**config.mk**
```make
export PLATFORM = sky130hd
export DESIGN_NAME = sun_pll_divn_prog
export DESIGN_NICKNAME = d
export VERILOG_FILES = /design/src/rtl/sun_pll_divn_prog_pkg.sv /design/src/rtl/sun_pll_sync2.sv /design/src/rtl/sun_pll_divn_prog.sv
export SDC_FILE = /design/constraint.sdc
export NUM_CORES = 1
export LEC_CHECK = 0
export CORE_ASPECT_RATIO = 1.2
export CORE_UTILIZATION = 35
export CTS_CLUSTER_DIAMETER = 60
export CTS_CLUSTER_SIZE = 30
export DETAILED_ROUTE_END_ITERATION = 8
export GPL_ROUTABILITY_DRIVEN = 0
export SLEW_MARGIN = 20
export SYNTH_ARGS = -nofsm -noshare
export SYNTH_HDL_FRONTEND = slang
export SYNTH_SLANG_ARGS = --single-unit
```
**constraint.sdc**
```tcl
create_clock -name CK -period 4.55 [get_ports CK]
set_input_delay 0.91 -clock CK [delete_from_list [all_inputs] [get_ports CK]]
set_output_delay 0.91 -clock CK [all_outputs]
set_load 0.02 [all_outputs]
```
**src/rtl/sun_pll_divn_prog_pkg.sv**
```systemverilog
// Shared constants for the PLL feedback divider / lock detector.
// Latency: n/a (types and constants only).
// Backpressure: n/a.
package sun_pll_divn_prog_pkg;

  // Lock detector states: IDLE = measurement disarmed, ACQ = armed and
  // counting good windows, LOCKED = LOCK asserted.
  typedef enum logic [1:0] {
    LS_IDLE   = 2'b00,
    LS_ACQ    = 2'b01,
    LS_LOCKED = 2'b10
  } lock_state_t;

  // Smallest feedback ratio the divider will run at; lower requests are clamped.
  localparam int MIN_RATIO = 2;

endpackage

```
**src/rtl/sun_pll_sync2.sv**
```systemverilog
// 1-bit two-flop synchroniser into the i_clk domain.
// Latency: 2 i_clk cycles from i_d to o_q.
// Backpressure: none, free-running.
// Ports: i_clk clock, i_rst_n async active-low reset, i_d async input,
//        o_q synchronised output (stage 2).
module sun_pll_sync2 (
  input  logic i_clk,
  input  logic i_rst_n,
  input  logic i_d,
  output logic o_q
);

  logic [1:0] r_sync;

  always_ff @(posedge i_clk or negedge i_rst_n) begin
    if (!i_rst_n) r_sync <= '0;
    else          r_sync <= {r_sync[0], i_d};
  end

  assign o_q = r_sync[1];

endmodule

```
**src/rtl/sun_pll_divn_prog.sv**
```systemverilog
// Programmable PLL feedback divider with reference-period frequency-lock detector.
// Latency: CK_FB registered 1 CK after the count; ref edge seen 2 CK after CK_REF rises.
// Backpressure: none; DIV_N is sampled only at the divider terminal count.
// Ports: CK (VCO clock), PWRUP_1V8 (async active-low reset), DIV_N (requested ratio),
//        CK_REF (async reference), CK_FB (divided clock), LOCK (frequency lock),
//        PERIOD (last measured CK_REF period in CK cycles).
module sun_pll_divn_prog
  import sun_pll_divn_prog_pkg::*;
#(
  parameter int WIDTH       = 8,
  parameter int DIV_DEFAULT = 128,
  parameter int LOCK_TOL    = 2,
  parameter int LOCK_CNT    = 16
) (
  input  logic             CK,
  input  logic             PWRUP_1V8,
  input  logic [WIDTH-1:0] DIV_N,
  input  logic             CK_REF,
  output logic             CK_FB,
  output logic             LOCK,
  output logic [WIDTH:0]   PERIOD
);

  localparam int             PW       = WIDTH + 1;
  localparam int             GW       = $clog2(LOCK_CNT + 1);
  localparam logic [PW-1:0]  PCNT_MAX = '1;

  // ---------------- divider ----------------
  logic [WIDTH-1:0] r_cnt;
  logic [WIDTH-1:0] r_nact;
  logic             r_ck_fb;
  logic [WIDTH-1:0] w_nact_new;
  logic             w_tc;
  logic             w_nact_chg;

  assign w_tc       = (r_cnt == r_nact - WIDTH'(1));
  assign w_nact_new = (DIV_N < WIDTH'(MIN_RATIO)) ? WIDTH'(MIN_RATIO) : DIV_N;
  assign w_nact_chg = w_tc && (w_nact_new != r_nact);

  // Ratio only reloads at terminal count so a period in flight always completes.
  always_ff @(posedge CK or negedge PWRUP_1V8) begin
    if (!PWRUP_1V8) begin
      r_cnt   <= '0;
      r_nact  <= WIDTH'(DIV_DEFAULT);
      r_ck_fb <= 1'b0;
    end else begin
      r_ck_fb <= (r_cnt < (r_nact >> 1));
      if (w_tc) begin
        r_cnt  <= '0;
        r_nact <= w_nact_new;
      end else begin
        r_cnt  <= r_cnt + WIDTH'(1);
      end
    end
  end

  // ---------------- reference edge detect ----------------
  logic w_ref_s2;
  logic r_ref_s3;
  logic w_edge;

  sun_pll_sync2 u_sync (
    .i_clk   (CK),
    .i_rst_n (PWRUP_1V8),
    .i_d     (CK_REF),
    .o_q     (w_ref_s2)
  );

  assign w_edge = w_ref_s2 & ~r_ref_s3;

  // ---------------- period measurement ----------------
  logic [PW-1:0] r_pcnt;
  logic [PW-1:0] r_period;
  logic [PW-1:0] w_nact_ext;
  logic [PW-1:0] w_diff;
  logic          w_sat;
  logic          w_armed;
  logic          w_eval;
  logic          w_good;

  lock_state_t   r_state;
  lock_state_t   w_state_nxt;
  logic [GW-1:0] r_good_cnt;
  logic [GW-1:0] w_good_nxt;
  logic          r_lock;

  // A saturated counter means the reference has gone away.
  assign w_sat      = (r_pcnt == PCNT_MAX);
  assign w_armed    = (r_state != LS_IDLE);
  assign w_eval     = w_edge && w_armed && !w_sat;
  assign w_nact_ext = {1'b0, r_nact};
  assign w_diff     = (r_pcnt >= w_nact_ext) ? (r_pcnt - w_nact_ext) : (w_nact_ext - r_pcnt);
  assign w_good     = (w_diff <= PW'(LOCK_TOL));

  always_ff @(posedge CK or negedge PWRUP_1V8) begin
    if (!PWRUP_1V8) begin
      r_ref_s3 <= 1'b0;
      r_pcnt   <= '0;
      r_period <= '0;
    end else begin
      r_ref_s3 <= w_ref_s2;
      if (w_edge)      r_pcnt <= PW'(1);
      else if (!w_sat) r_pcnt <= r_pcnt + PW'(1);
      if (w_eval)      r_period <= r_pcnt;
    end
  end

  // ---------------- lock FSM ----------------
  always_ff @(posedge CK or negedge PWRUP_1V8) begin
    if (!PWRUP_1V8) begin
      r_state    <= LS_IDLE;
      r_good_cnt <= '0;
      r_lock     <= 1'b0;
    end else begin
      r_state    <= w_state_nxt;
      r_good_cnt <= w_good_nxt;
      r_lock     <= (w_state_nxt == LS_LOCKED);
    end
  end

  always_comb begin
    w_state_nxt = r_state;
    w_good_nxt  = r_good_cnt;
    if (w_sat) begin
      // Reference lost: drop everything; a coincident edge re-arms only.
      w_good_nxt  = '0;
      w_state_nxt = w_edge ? LS_ACQ : LS_IDLE;
    end else if (w_edge) begin
      if (!w_armed) begin
        w_state_nxt = LS_ACQ;
      end else if (!w_good) begin
        w_good_nxt  = '0;
        w_state_nxt = LS_ACQ;
      end else begin
        if (r_good_cnt != GW'(LOCK_CNT)) w_good_nxt = r_good_cnt + GW'(1);
        if (w_good_nxt == GW'(LOCK_CNT)) w_state_nxt = LS_LOCKED;
      end
    end
    // A new ratio invalidates any history, even a good window this cycle.
    if (w_nact_chg) begin
      w_good_nxt = '0;
      if (w_state_nxt == LS_LOCKED) w_state_nxt = LS_ACQ;
    end
  end

  assign CK_FB  = r_ck_fb;
  assign LOCK   = r_lock;
  assign PERIOD = r_period;

endmodule

```
# Word level (Yosys, flattened, before mapping)
# Cells that the tools add are included.
[classes]
addsub = 6
n_mul = 0
div_mod_pow = 0
n_lt_le_gt_ge = 4
eq_ne = 8
n_shift = 0
n_mux = 23
bitwise = 2
reduce_logical = 8
[ops]
columns = ["operator", "count"]
rows = [
  ["5-bit 2-to-1 mux", 10],
  ["9-bit 2-to-1 mux", 3],
  ["8-bit 2-to-1 mux", 2],
  ["2-bit 2-to-1 mux", 7],
  ["9-bit by 1-bit adder with 9-bit output (second input constant)", 1],
  ["9-bit equality test (second input constant)", 1],
  ["9-bit by 8-bit greater-or-equal comparator with 1-bit output", 1],
  ["9-bit by 2-bit less-or-equal comparator with 1-bit output (second input constant)", 1],
  ["8-bit by 9-bit subtractor with 9-bit output", 1],
  ["9-bit by 8-bit subtractor with 9-bit output", 1],
  ["8-bit by 1-bit adder with 8-bit output (second input constant)", 1],
  ["8-bit equality test", 1],
  ["8-bit by 2-bit < comparator with 1-bit output (second input constant)", 1],
  ["8-bit by 7-bit < comparator with 1-bit output", 1],
  ["8-bit != test", 1],
  ["8-bit by 1-bit subtractor with 8-bit output (second input constant)", 1],
  ["3-bit nonzero test", 2],
  ["5-bit by 1-bit adder with 5-bit output (second input constant)", 1],
  ["5-bit equality test (second input constant)", 1],
  ["5-bit != test (second input constant)", 1],
  ["2-bit equality test (second input constant)", 2],
  ["1-bit logical AND", 3],
  ["2-bit != test (second input constant)", 1],
  ["2-bit AND reduction", 1],
  ["5 further kinds", 5],
]
[totals]
ff_bits = 46
latchBits = 0
ramBits = 0
mem_bits_ro = 0
input_bits = 11
memories = 0

# Depth between registers and ports, before layout
# Gate-level depths: netlist (run 1).
[logic_depth]
word_depth = 17
mapped_depth = 12
mapped_depth_nobuf = 12

# Cells and area by module
# From an unflattened synthesis (run 1), not the netlist that was laid out.
[hier_totals]
cells_unflattened = 371
area_unflattened_um2 = 3462.1
[modules_own_cells]
columns = ["mod", "n_inst", "cells_each", "area_per_inst_um2"]
rows = [
  ["sun_pll_divn_prog", 1, 369, 3412.0],
  ["sun_pll_sync2", 1, 2, 50.0],
]

# Worst setup path after synthesis (run 1)
# OpenSTA, ideal clock, no wires.
[synth_path]
path_kind = "reg-to-reg"
start = "reg r_nact[3]"
end = "reg r_state[1]"
setup_time_ns = 0.119
arrival_time_ns = 3.034
t_required_ns = 4.431
setup_slack_ns = 1.397
stages_incl_launch_ff = 13
n_path_buf = 2
synth_period_minus_slack_ns = 3.153
cell_sequence = "dfrtp_1 clkbuf_1 inv_1 ha_1 clkbuf_1 and3_1 o21ai_1 a21oi_1 nor2b_1 or4_1 o41ai_2 a21boi_0 o21ba_1"
[synth_via]
elab_chain_cells = 10
word_cells_on_any_way = 16
[synth_rtl]
columns = ["item", "line", "rtl"]
rows = [
  ["start: declaration", "sun_pll_divn_prog.sv:30", "logic [WIDTH-1:0] r_nact;"],
  ["start signal: assignment", "sun_pll_divn_prog.sv:44", "r_nact <= WIDTH'(DIV_DEFAULT);"],
  ["start signal: assignment", "sun_pll_divn_prog.sv:50", "r_nact <= w_nact_new;"],
  ["8-bit by 9-bit subtractor with 9-bit output, or another cell as far along", "sun_pll_divn_prog.sv:92", "assign w_diff = (r_pcnt >= w_nact_ext) ? (r_pcnt - w_nact_ext) : (w_nact_ext - r_pcnt);"],
  ["9-bit 2-to-1 mux", "sun_pll_divn_prog.sv:92", ""],
  ["9-bit by 2-bit less-or-equal comparator with 1-bit output", "sun_pll_divn_prog.sv:93", "assign w_good = (w_diff <= PW'(LOCK_TOL));"],
  ["2-bit 2-to-1 mux", "sun_pll_divn_prog.sv:131", "end else if (!w_good) begin"],
  ["2-bit 2-to-1 mux", "sun_pll_divn_prog.sv:129", "if (!w_armed) begin"],
  ["2-bit 2-to-1 mux", "sun_pll_divn_prog.sv:128", "end else if (w_edge) begin"],
  ["2-bit 2-to-1 mux", "sun_pll_divn_prog.sv:124", "if (w_sat) begin"],
  ["2-bit equality test", "sun_pll_divn_prog.sv:142", "if (w_state_nxt == LS_LOCKED) w_state_nxt = LS_ACQ;"],
  ["2-bit 2-to-1 mux", "sun_pll_divn_prog.sv:142", ""],
  ["2-bit 2-to-1 mux (*)", "sun_pll_divn_prog.sv:140", "if (w_nact_chg) begin"],
  ["via w_state_nxt[1]", "sun_pll_divn_prog.sv:82", "lock_state_t w_state_nxt;"],
  ["end signal: assignment", "sun_pll_divn_prog.sv:115", "r_state <= w_state_nxt;"],
  ["end: declaration", "sun_pll_divn_prog.sv:81", "lock_state_t r_state;"],
]
# The timed path passes the listed nets; every way through them passes the cells marked *.
# A chain may end at the register's enable or synchronous reset.

# Final worst setup path (run 1)
[layout_path]
start = "reg r_nact[2]"
end = "reg r_good_cnt[4]"
[layout_via]
elab_chain_cells = 8
word_cells_on_any_way = 17
[layout_rtl]
columns = ["item", "line", "rtl"]
rows = [
  ["8-bit by 9-bit subtractor with 9-bit output, or another cell as far along", "sun_pll_divn_prog.sv:92", ""],
  ["9-bit 2-to-1 mux", "sun_pll_divn_prog.sv:92", ""],
  ["9-bit by 2-bit less-or-equal comparator with 1-bit output", "sun_pll_divn_prog.sv:93", ""],
  ["5-bit 2-to-1 mux", "sun_pll_divn_prog.sv:131", ""],
  ["5-bit 2-to-1 mux", "sun_pll_divn_prog.sv:129", ""],
  ["5-bit 2-to-1 mux", "sun_pll_divn_prog.sv:128", ""],
  ["5-bit 2-to-1 mux", "sun_pll_divn_prog.sv:124", ""],
  ["5-bit 2-to-1 mux", "sun_pll_divn_prog.sv:140", ""],
  ["end signal: assignment", "sun_pll_divn_prog.sv:116", "r_good_cnt <= w_good_nxt;"],
  ["end: declaration", "sun_pll_divn_prog.sv:83", "logic [GW-1:0] r_good_cnt;"],
]
# Several ways; a longest one is shown, not always the timed one. The select of a mux whose other input is x is not followed.

==> flow_summary.json, run 1 <==
{
  "die_w_um": 91.4,
  "wl_um": 7390,
  "synthArstFlopShare": 1.00,
  "grt_pass1_wl_um": 12600,
  "clk_pin_slew_worst_paths_ns": 0.08,
  "clk_path_buf_depth": 2,
  "syn-num-nets": 397,
  "arrival_ns": 3.67,
  "ys.warnings.count": 0,
  "cp_max_fo": 10,
  "synth-seq-cells": 46,
  "root_buffer": "clkbuf_8",
  "crit_type": "register to register",
  "clkLatencyLatePin_ns": 0.31,
  "peakVddDrop_uv": 259,
  "port_buffers": 21,
  "place_ws_ns": 1.18,
  "final.period_utilization": 0.755,
  "worst_pin_slew_ns": 0.620,
  "core_mm2": 0.00918,
  "period_minus_slack_ns": 3.44,
  "fin_skew_ns": 0.00823,
  "ys.flop_type": "dfrtp_1",
  "std_cell_rows": 38,
  "cts_hold_buf": 0,
  "rsz0062_at_grt": "no",
  "hold_ws_ns": 0.364,
  "vias": 2628,
  "grt.busiest_layer": "met2",
  "start_util": 0.366,
  "crit_slowest_cell": "o41ai_2",
  "antennaDiodeCount": 0,
  "required_ns": 4.79,
  "yosysSeqAreaShare": 0.343,
  "vias_per_cell": 5.33,
  "multiInputGateArea_mm2": 0.00205,
  "die-area_mm2": 0.00999,
  "seq_area_mm2": 0.00115,
  "finalHoldViolations": 0,
  "nFillCells": 902,
  "grtUsageTotal": 0.160,
  "ant_nets": 0,
  "fin_nets": 414,
  "maxSlewHeadroom": 0.583,
  "grt.met3_usage": 0.0188,
  "use_met2": 0.280,
  "grt_antenna_before_repair": 0,
  "overflow": 0,
  "crit_buf_inv": 1,
  "netlist_area_mm2": 0.00336,
  "cts_setup_buffers": 0,
  "grt_max_degree": 47,
  "synth_area_leader_cell": "dfrtp_1",
  "min_path_type": "register to register",
  "fmaxAchievable_mhz": 291,
  "finalSetupTns_ns": 0,
  "htreeDepth": 2,
  "synth-edff-count": 0,
  "postCtsResizedCells": 0,
  "critical_path.cell_chain": "inv_1 -> ha_1 -> and3_1 -> o21ai_1 -> a21oi_1 -> nor2b_1 -> or4_1 -> o41ai_2 -> nand3_1 -> o21ai_1",
  "area_growth_pct": 12.7,
  "p_per_area_mw_per_mm2": 582,
  "drtIter0Drc": 152,
  "synthCells": 356,
  "max_stage_delay_ns": 0.58,
  "dp_hpwl_um": 5730,
  "status": "completed",
  "start_kind": "register",
  "first_pass_iters": 4,
  "critical-path-top-delay-family": "compound AO/OA/AOI/OAI gates",
  "io_pins": 22,
  "fin_ws_ns": 1.11,
  "netlist.area_leader.share": 0.335,
  "die_h_um": 109,
  "critPathMostFrequentCell": "o21ai_1",
  "syn_area_per_cell_um2": 9.43,
  "drc": 0,
  "finalSetupViolations": 0,
  "tritoncts": "built",
  "synth_common_cells": "dfrtp_1, ha_1, xnor2_1",
  "clock_sinks": 46,
  "drive_gt1_frac": 0.0858,
  "r2r_slack_ns": 1.11,
  "use_met1": 0.196,
  "ys_top_cells_by_area": "dfrtp_1, ha_1, xnor2_1, mux2_2, xor2_1",
  "numCtsBuffers": 5,
  "leakagePower_nw": 1.62,
  "drv_cap": 0,
  "synth.most_common_cell": "dfrtp_1",
  "routedWlPerCell_um": 15.0,
  "synth_cell_types": 56,
  "drv_slew": 0,
  "grt_pass1_vias": 2621,
  "crit_path_end_kind": "register"
}
-- registers in the layout (all words and copies together), names as in the netlist --
register / count
CK_FB: 1
LOCK: 1
PERIOD: 9
r_cnt: 8
r_good_cnt: 5
r_nact: 8
r_pcnt: 9
r_ref_s3: 1
r_state: 2
u_sync.r_sync: 2
-- power by group --
part | switching, W | leakage (nW) | internal (W)
combinational | 0.000646 | 0.993 | 0.000550
clock | 0.000137 | 0.0573 | 0.000176
sequential | 0.000179 | 0.575 | 0.000515
-- logic make-up after synthesis --
group                    Yosys count  synth area share
AND/OR/NAND/NOR                  113             0.184
adder cells (fa/ha/maj)           30             0.116
XOR/XNOR                          41             0.107
AO/OA/AOI/OAI                     69             0.142
buffers and inverters             38            0.0447
multiplexers                      19            0.0626
flip-flops                        46             0.343
-- metrics by stage --
stage	power, W	utilization	instances	cell area [um2]
after floorplan	0.00159	-	356	3360
after global placement	0.00188	0.400	486	3670
after detailed placement	0.00188	0.400	486	3670
after CTS	0.00221	0.412	493	3780
after global routing	0.00239	0.412	493	3780
final	0.00220	0.412	493	3780
-- metal layers --
layer  wire, um  share of wire  vias up
met5          0              0        -
met4        197          0.027        0
met3        240          0.032       12
met2       3700           0.50       61
met1       3240           0.44     1269
li1           -              -     1286
-- final timing paths --
kind,from,to,cells past startpoint
max,r_nact[2],r_good_cnt[4],10
min,u_sync.r_sync[0],u_sync.r_sync[1],0
max reg2reg,r_nact[2],r_good_cnt[4],10
min reg2reg,u_sync.r_sync[0],u_sync.r_sync[1],0
max in group asynchronous,PWRUP_1V8,PERIOD[3],2
min in group asynchronous,PWRUP_1V8,r_cnt[0],2
-- placed cells by master, fill, tap and decap left out, drive strengths merged, types with 5 or more instances in the layout --
| master | n |
|---|---|
| dfrtp | 45 |
| ha | 28 |
| xnor2 | 27 |
| inv | 25 |
| o21ai | 21 |
| clkdlybuf4s50 | 20 |
| nand2 | 18 |
| nor2 | 18 |
| nand3 | 16 |
| a21oi | 16 |
| mux2 | 16 |
| xor2 | 14 |
| nor3 | 9 |
| nor2b | 9 |
| nand2b | 7 |
| and2 | 7 |
| nand4 | 7 |
| clkbuf | 6 |
| and3 | 5 |
| a21o | 5 |
-- layout make-up --
type | instances | share of cell area
well taps | 120 | 0.0397
clock buffers | 6 | 0.0218
inverters | 25 | 0.0248
clock inverters | 1 | 0.00794
repair buffers | 23 | 0.0582
flip-flops and latches | 46 | 0.305
multi-input cells | 272 | 0.543
-- worst register-to-register path: cells and delay by family (launching register included) --
kind,cells,cell delay [ns]
buffers and inverters,1,0.15
adder cells (fa/ha/maj),1,0.50
AO/OA/AOI/OAI,4,1.12
AND/OR/NAND/NOR,4,1.08
flip-flops,1,0.50
Power figures use the tool's default switching activity.
==> inputs of run 2 (changes only) <==
clock period = 3.6 ns   (was 4.55 ns; I/O delays follow)
==> run 2 against run 1 <==
Critical path depth did not move. Total power rose by 26%. Register-to-register slack got worse by 0.86 ns. Flip-flop and latch count did not move. Cell area rose by 1.4%. Critical endpoint is now r_state[1]. Largest power group unchanged.
==> flow_summary.json, run 2 (synthesis gave the netlist of run 1 again) <==
{
  "finalHoldViolations": 0,
  "cp_max_fo": 10,
  "fmaxAchievable_mhz": 299,
  "max_stage_delay_ns": 0.60,
  "critical_path.cell_chain": "inv_1 -> ha_1 -> inv_1 -> nor2_1 -> nor4_1 -> o31ai_1 -> or4_1 -> o41a_1 -> o2bb2ai_1 -> o21ba_1",
  "hp-start": "u_sync.r_sync[0]",
  "cts_hold_buf": 0,
  "clk_path_buf_depth": 2,
  "vias_per_cell": 5.24,
  "status": "completed",
  "tritoncts": "built",
  "min_to": "u_sync.r_sync[1]",
  "drv_slew": 0,
  "place_area_mm2": 0.00375,
  "total_power_w": 0.00278,
  "cts_setup_buffers": 0,
  "crit_buf_inv": 2,
  "nFillCells": 889,
  "io_pins": 22,
  "die_w_um": 91.4,
  "layout.cells.most_common": "dfrtp_1",
  "cp.depth": 10,
  "fin_skew_ns": 0.00905,
  "first_pass_iters": 4,
  "vias": 2643,
  "wl_um": 7430,
  "grtUsageTotal": 0.162,
  "crit_slowest_cell": "dfstp_2",
  "core_mm2": 0.00918,
  "ant_nets": 0,
  "clkLatencyLatePin_ns": 0.31,
  "r2r_slack_ns": 0.26,
  "hold_ws_ns": 0.356,
  "final_cell_area_mm2": 0.00383,
  "finalSetupViolations": 0,
  "critPathMostFrequentCell": "inv_1",
  "routedWlPerCell_um": 14.7,
  "grt_pass1_wl_um": 12600,
  "clock_sinks": 46,
  "crit_path_end_kind": "register",
  "mostFrequentLayoutCells": "dfrtp_1, ha_1, xnor2_1",
  "min_path_type": "register to register",
  "grt_max_degree": 47,
  "drv_cap": 0,
  "final.period_utilization": 0.929,
  "worst_pin_slew_ns": 0.630,
  "p_per_area_mw_per_mm2": 725,
  "die-area_mm2": 0.00999,
  "drive_gt1_frac": 0.109,
  "grt_antenna_before_repair": 0,
  "drtIter0Drc": 115,
  "maxSlewHeadroom": 0.576,
  "fin_nets": 424,
  "grt_pass1_vias": 2647,
  "holdPathStages": 0,
  "rsz0062_at_grt": "no",
  "area_growth_pct": 14.2,
  "critical-path-top-delay-family": "compound AO/OA/AOI/OAI gates",
  "arrival_ns": 3.60,
  "dp.cells": 496,
  "overflow": 0,
  "die_h_um": 109,
  "htreeDepth": 2,
  "numCtsBuffers": 5,
  "drc": 0,
  "postCtsResizedCells": 0,
  "dp_hpwl_um": 5750,
  "clk_pin_slew_worst_paths_ns": 0.09,
  "period_minus_slack_ns": 3.34,
  "std_cell_rows": 38,
  "port_buffers": 21,
  "r2r_cells": 10,
  "leakagePower_nw": 1.66,
  "required_ns": 3.86,
  "start_kind": "register",
  "finalSetupTns_ns": 0,
  "fin_cells": 504,
  "start_util": 0.366,
  "root_buffer": "clkbuf_8",
  "r2r-start": "r_nact[7]",
  "regToRegEndpoint": "r_state[1]",
  "crit_type": "register to register",
  "antennaDiodeCount": 0,
  "peakVddDrop_uv": 295
}
==> run 2: through the flow <==
stage	setup WS, ns	utilization
final	0.257	0.418
after global routing	0.152	0.418
after CTS	0.300	0.418
after detailed placement	0.317	0.408
after global placement	0.447	0.408
after floorplan	0.447	-
==> run 2: cell type report <==
cell class              count  area (um2)  share of cell area
multi-input cells         272        2050               0.536
inverters                  25        93.8              0.0245
clock inverters             2        13.8             0.00359
flip-flops and latches     46        1150               0.300
well taps                 120         150              0.0392
repair buffers             33         298              0.0777
clock buffers               6        72.6              0.0189
==> run 2: worst max path at each step <==
stage / slack (ns) / to / startpoint
after floorplan: 0.45 / r_state[1] / r_nact[3]
after global placement: 0.45 / r_state[1] / r_nact[7]
after detailed placement: 0.32 / r_state[1] / r_nact[7]
after CTS: 0.30 / r_state[1] / r_nact[7]
after global routing: 0.15 / r_state[1] / r_nact[7]
final: 0.26 / r_state[1] / r_nact[7]
==> run 2: where the power goes <==
group | internal [W] | switching (W) | leakage, nW | total, W
combinational | 0.000746 | 0.000890 | 1.04 | 0.00164
clock | 0.000137 | 0.000184 | 0.0452 | 0.000321
sequential | 0.000651 | 0.000171 | 0.575 | 0.000822
total | 0.00153 | 0.00124 | 1.66 | 0.00278
==> run 2: metal layers <==
metal  up-vias  global-route usage  share of wire
li1       1306                   -              -
met1      1272               0.199           0.46
met2        49               0.278           0.49
met3        16              0.0237          0.022
met4         0              0.0816          0.033
met5         -                   0              0
